[src/rtl/seq_stage_controller.sv]
// Multi-cycle stage sequencer for the Y86-64 SEQ datapath: walks each instruction through
// fetch..PC-update, gates CC writes, handshakes with data memory and tracks status/counters.
module seq_stage_controller #(
    parameter int unsigned MEM_TIMEOUT = 15,
    parameter int unsigned CNT_W       = 32
) (
    input  logic             clk,
    input  logic             reset,
    input  logic             start,
    input  logic [3:0]       icode,
    input  logic             instr_valid,
    input  logic             imem_error,
    input  logic             mem_ack,
    input  logic             dmem_error,
    output logic             fetch_en,
    output logic             decode_en,
    output logic             execute_en,
    output logic             memory_en,
    output logic             wb_en,
    output logic             pc_en,
    output logic             cc_we,
    output logic             mem_req,
    output logic [2:0]       stat,
    output logic             running,
    output logic [CNT_W-1:0] instr_count,
    output logic [CNT_W-1:0] cycle_count
);

    typedef enum logic [2:0] {
        StIdle,
        StFetch,
        StDecode,
        StExecute,
        StMemory,
        StWriteback,
        StPcupd,
        StDone
    } state_e;

    localparam logic [2:0] StatAok  = 3'd1;
    localparam logic [2:0] StatHlt  = 3'd2;
    localparam logic [2:0] StatAdr  = 3'd3;
    localparam logic [2:0] StatIns  = 3'd4;
    localparam logic [7:0] WaitLast = 8'(MEM_TIMEOUT - 1);

    state_e           state_q;
    logic [3:0]       icode_q;
    logic [7:0]       wait_q;
    logic [2:0]       stat_q;
    logic [CNT_W-1:0] instr_q;
    logic [CNT_W-1:0] cycle_q;
    logic             is_mem_op;

    assign is_mem_op = icode_q inside {4'h4, 4'h5, 4'h8, 4'h9, 4'hA, 4'hB};

    always_ff @(posedge clk) begin
        if (reset) begin
            state_q <= StIdle;
            icode_q <= '0;
            wait_q  <= '0;
            stat_q  <= StatAok;
            instr_q <= '0;
            cycle_q <= '0;
        end else begin
            if (running) begin
                cycle_q <= cycle_q + 1'b1;
            end
            unique case (state_q)
                StIdle: begin
                    if (start) begin
                        state_q <= StFetch;
                        stat_q  <= StatAok;
                        instr_q <= '0;
                        cycle_q <= '0;
                    end
                end
                StFetch: begin
                    icode_q <= icode;
                    if (imem_error) begin
                        stat_q  <= StatAdr;
                        state_q <= StDone;
                    end else if (!instr_valid || icode > 4'hB) begin
                        stat_q  <= StatIns;
                        state_q <= StDone;
                    end else if (icode == 4'h0) begin
                        // halt retires as an instruction
                        stat_q  <= StatHlt;
                        instr_q <= instr_q + 1'b1;
                        state_q <= StDone;
                    end else begin
                        state_q <= StDecode;
                    end
                end
                StDecode: state_q <= StExecute;
                StExecute: begin
                    state_q <= StMemory;
                    wait_q  <= '0;
                end
                StMemory: begin
                    if (!is_mem_op) begin
                        state_q <= StWriteback;
                    end else if (mem_ack) begin
                        if (dmem_error) begin
                            stat_q  <= StatAdr;
                            state_q <= StDone;
                        end else begin
                            state_q <= StWriteback;
                        end
                    end else if (wait_q == WaitLast) begin
                        stat_q  <= StatAdr;
                        state_q <= StDone;
                    end else begin
                        wait_q <= wait_q + 1'b1;
                    end
                end
                StWriteback: state_q <= StPcupd;
                StPcupd: begin
                    state_q <= StFetch;
                    instr_q <= instr_q + 1'b1;
                end
                StDone: state_q <= StDone;
            endcase
        end
    end

    assign fetch_en    = (state_q == StFetch);
    assign decode_en   = (state_q == StDecode);
    assign execute_en  = (state_q == StExecute);
    assign memory_en   = (state_q == StMemory);
    assign wb_en       = (state_q == StWriteback);
    assign pc_en       = (state_q == StPcupd);
    assign cc_we       = (state_q == StExecute) && (icode_q == 4'h6);
    assign mem_req     = (state_q == StMemory) && is_mem_op;
    assign running     = (state_q != StIdle) && (state_q != StDone);
    assign stat        = stat_q;
    assign instr_count = instr_q;
    assign cycle_count = cycle_q;

endmodule

[config.mk]
export PLATFORM = sky130hd
export DESIGN_NAME = seq_stage_controller
export DESIGN_NICKNAME = d
export VERILOG_FILES = /design/src/rtl/seq_stage_controller.sv
export SDC_FILE = /design/constraint.sdc
export NUM_CORES = 1
export LEC_CHECK = 0
export CAP_MARGIN = 20
export CORE_UTILIZATION = 46
export CTS_CLUSTER_DIAMETER = 50
export DETAILED_ROUTE_END_ITERATION = 8
export PLACE_DENSITY = 0.76
export REMOVE_ABC_BUFFERS = 1
export SETUP_SLACK_MARGIN = 0.1
export SYNTH_ARGS = -nofsm -noshare
export SYNTH_HDL_FRONTEND = slang
export SYNTH_SLANG_ARGS = --single-unit
[constraint.sdc]
create_clock -name clk -period 2.2 [get_ports clk]
set_input_delay 0.44 -clock clk [delete_from_list [all_inputs] [get_ports clk]]
set_output_delay 0.44 -clock clk [all_outputs]
set_load 0.01 [all_outputs]
; Word level (Yosys, flattened, before mapping)
; Index checks and enable logic that the tools add are counted.
[word_totals]
regBits = 82
in_bits = 11
out_inout_bits = 76
word_cells = 82
[classes]
addsub = 3
order_cmp = 1
eq_ne = 27
n_mux = 29
reduce_logical = 16
[op_table]
columns = operator, count
row1 = 32-bit two-way mux, 7
row2 = 32-bit case mux with 3 select lines, 1
row3 = "32-bit by 1-bit adder with 32-bit output, second input constant", 2
row4 = 3-bit two-way mux, 14
row5 = 8-bit two-way mux, 3
row6 = 3-bit case mux with 8 select lines, 1
row7 = "4-bit == test, second input constant", 4
row8 = 8-bit case mux with 2 select lines, 1
row9 = "3-bit == test, second input constant", 4
row10 = "4-bit by 3-bit == test with 1-bit output, second input constant", 3
row11 = "2-bit inequality test, second input constant", 5
row12 = 3-bit case mux with 3 select lines, 1
row13 = 3-bit nonzero test, 3
row14 = "8-bit by 1-bit adder with 8-bit output, second input constant", 1
row15 = "8-bit by 4-bit == test with 1-bit output, second input constant", 1
row16 = "3-bit by 2-bit == test with 1-bit output, second input constant", 2
row17 = "3-bit inequality test, second input constant", 2
row18 = 6-bit AND reduction, 1
row19 = 6-bit nonzero test, 1
row20 = 5-bit AND reduction, 1
row21 = "4-bit > comparator, second input constant", 1
row22 = 4-bit logical NOT, 1
row23 = "2-bit by 1-bit inequality test with 1-bit output, second input constant", 2
row24 = "4-bit by 2-bit inequality test with 1-bit output, second input constant", 1
row25 = 11 further kinds, 13

; Longest topological paths before layout
[depth]
word_depth = 5
mapped_depth = 9
mapped_depth_nobuf = 6

; Least setup slack after synthesis
; Ideal clock, no wire load.
[synth_timing]
path_type = input to register
from = input port icode[2]
to = register instr_q[27], in the netlist instr_count[27]
setup_time_ps = 121
arrival_ps = 2026
required_time_ps = 2079
setup_slack_ps = 53
cell_stages = 6
n_path_buf = 1
cell_sequence = or4_1 -> nor3b_4 -> buf_6 -> o211ai_1 -> nor2_1 -> mux2_2
[synth_between]
elab_chain_len = 4
[synth_lines]
columns = element, line_no
row1 = from (decl), 10  ; input logic [3:0] icode,
row2 = 4-bit > comparator, 82  ; end else if (!instr_valid || icode > 4'hB) begin
row3 = 1-bit logical OR, 82
row4 = 2-bit inequality test (no line), n/a
row5 = 5-bit AND reduction (no line) (*), n/a
row6 = to (signal assigned), 88  ; instr_q <= instr_q + 1'b1;
row7 = to (signal assigned), 119  ; instr_q <= instr_q + 1'b1;
row8 = to (decl), 50  ; logic [CNT_W-1:0] instr_q;
; Every way passes the cells marked *; elsewhere a longest branch is shown, timed or not.
; A chain may end at the register's enable or synchronous reset.

==> flow_summary.yaml <==
drt:
  finalWirelength_um: 10900
  drc: 0
  post_drt_wl_per_cell_um: 14.6
  drt_pass1_iterations: 5
  drt_iter0_markers: 244
  vias: 4287
  viasPerCell: 5.75
  drtAntennaViolNets: 0
floorplanning:
  ios: 87
  dieArea_um2: 9480
  initial_core_util: 0.477
  die_h_um: 97.4
  die_x_um: 97.4
  coreArea_um2: 8760
  num_rows: 34
critical_path:
  reg2reg_depth: 7
  required_ps: 1760
  critical_path.max_fanout: 3
  critPathKind: "input port to output pin"
  cp.arrival_ps: 1670
  endpoint_kind: "output pin"
  timing.rr.end: "instr_count[20]"
  startpoint_type: "input port"
  worstReg2RegStart: "state_q[2]"
  rrSetupSlack_ps: 160
synth:
  synth_edf_count: 0
  netlist_top_cells_area: "dfxtp_1 (39%), nor2_1 (4.8%), xor2_1 (4.6%)"
  synth.distinct_cells: 55
  synthCells: 510
  synth_top_area_cell: "dfxtp_1"
  async_flop_share: 0
  yosys.cell_count.top_type: "dfxtp_1"
  synth-main-ff-cell: "dfxtp_1"
  yosys-top-cells-count: "dfxtp_1 (82), nor2_1 (54), nand2_1 (43)"
  synth-seq-area-share: 0.392
  synth_seq_cells: 82
  yosys_warnings: 0
  syn_avg_cell_area_um2: 8.20
  synth_top_area_share: 0.392
  synthesis.area_um2: 4180
clock_network:
  clock-sinks: 82
  tritoncts: "yes"
  clock_latency_ps: 350
  cts_root_buf: "clkbuf_8"
  path_clk_slew_ps: 90
  htree_levels: 3
  clockBufferDepth: 2
  numCtsBuffers: 9
final_layout:
  fin_util: 0.655
  layout-drive-gt1-share: 0.152
  num-fill-cells: 756
  layoutNonFillerInstCount: 746
  area_delta_synth_final_pct: 37.3
  nets: 648
  final_area_um2: 5740
  insertedDiodeCount: 0
  multi_input_area_um2: 2440
  seqCellArea_um2: 1650
power:
  p_sw_w: 0.00100
  fin_total_pwr_w: 0.00348
  powerDensity_nw_per_um2: 606
  p_int_w: 0.00248
  p_leak_nw: 2.04
  p_comb_frac: 0.192
  switching_share: 0.288
  pwr-share-seq: 0.453
  peakVddDrop_uv: 312
  power_frac_clock: 0.354
run:
  maxCapViolations: 0
worst_hold_path:
  hold_path_depth: 4
  worstHoldEndpoint: "icode_q[2]"
  hp-class: "input port to flop"
  worstHoldStart: "icode[2]"
placement:
  place_area_um2: 5400
  port_buffers: 86
  dpl.cell_count: 724
  place_hpwl_um: 7660
  routabilityCongestion: 0.882
sta:
  rsz0062_at_grt: "true"
  tightest_slew_ps: 548
  max-slew-margin-rel: 0.632
  tns_ps: 0
  hold_viol: 0
  max_freq_mhz: 475
  layout_min_cycle_time_ps: 2110
  setup_viol: 0
  final-max-slew-violation-count: 0
  clock_skew_ps: 12.9
  period_share: 0.958
grt:
  grt_start_max_net_pins: 25
  antenna_found_initial: 0
  first_global_vias: 4068
  grt.overflow.total: 0
  grt_pass1_wl_um: 18100
  grt_use_total: 0.228
status:
  status: "finished, final reports clean"
area by class of cell:
class / count / area share
clock inverters: 7 / 0.0176
repair buffers: 135 / 0.215
well taps: 108 / 0.0235
multi-input cells: 391 / 0.426
clock buffers: 9 / 0.0216
flip-flops and latches: 82 / 0.287
inverters: 14 / 0.00915
critical path, cell delays in order:
cell	delay, ps
clkdlybuf4s50_1	500
nor2b_4	190
nand3_4	90
a21oi_2	160
and3_1	180
buf_6	110
routing by layer:
layer	track usage	wire, µm	vias up	part of all wire
li1	-	-	2113	-
met1	0.293	4970	2022	0.46
met2	0.378	5230	136	0.48
met3	0.0367	514	16	0.047
met4	0.101	149	0	0.014
met5	0	0	-	0
layout by cell type (no fill, tap or decap), drive strengths merged, types with 3 or more instances in the layout:
cell / count
o21ai: 31
nor2: 54
xor2: 22
nand4: 22
mux2: 3
a31oi: 5
xnor2: 11
clkinv: 4
a21boi: 4
and2: 5
a21oi: 34
mux2i: 5
nand3: 22
and3: 11
dlygate4sd2: 7
or3: 20
clkbuf: 10
o2111ai: 4
o21a: 3
ha: 4
nor3: 15
buf: 51
nor4: 10
o211ai: 13
nand2: 43
dfxtp: 82
inv: 14
nor3b: 3
or4: 9
o31ai: 6
clkdlybuf4s50: 73
and4: 5
or3b: 3
nand2b: 4
per-stage QoR:
| step | hold WS (ps) | setup WS [ps] |
|---|---|---|
| after floorplan | 430 | -311 |
| after global placement | 449 | -587 |
| after detailed placement | 451 | -599 |
| after CTS | 472 | 17.9 |
| after global routing | 454 | 24.5 |
| final | 447 | 92.7 |
worst max path at each step:
stage,from,end,slack (ps),cells after the start
2_1_floorplan,state_q[2],instr_count[10],-310,5
3_3_place_gp,icode[2],wb_en,-590,6
3_5_place_dp,icode[2],wb_en,-600,6
4_1_cts,icode[1],wb_en,20,6
5_1_grt,instr_valid,wb_en,20,6
6_report,instr_valid,wb_en,90,6
repair_timing:
action,4_1_cts,5_1_grt
hold buffers,0,0
pin swaps,9,7
setup buffers,5,1
cloned,0,0
gates resized for setup,32,19
hold endpoints to repair,0,0
setup endpoints to repair,34,18
flip-flops by register name, summed over array words and instances, names as in the netlist:
| signal | count |
|---|---|
| cycle_count | 32 |
| instr_count | 32 |
| wait_q | 8 |
| icode_q | 4 |
| stat | 3 |
| state_q | 3 |
kinds of logic after synthesis:
logic type / count (synthesis) / synth area share
XOR/XNOR: 33 / 0.0691
AND/OR/NAND/NOR: 233 / 0.295
buffers and inverters: 37 / 0.0404
multiplexers: 8 / 0.0200
flip-flops: 82 / 0.392
AO/OA/AOI/OAI: 113 / 0.171
adder cells (fa/ha/maj): 4 / 0.0120
power by group through the flow:
| stage | combinational, W | sequential (W) | clock, W |
|---|---|---|---|
| floorplan | 0.000302 | 0.00163 | 0 |
| finish | 0.000669 | 0.00158 | 0.00123 |
| global placement | 0.000632 | 0.00160 | 0 |
| detailed placement | 0.000642 | 0.00160 | 0 |
| global route | 0.000737 | 0.00158 | 0.00132 |
| CTS | 0.000654 | 0.00157 | 0.00126 |
Power figures use the tool's default switching activity.
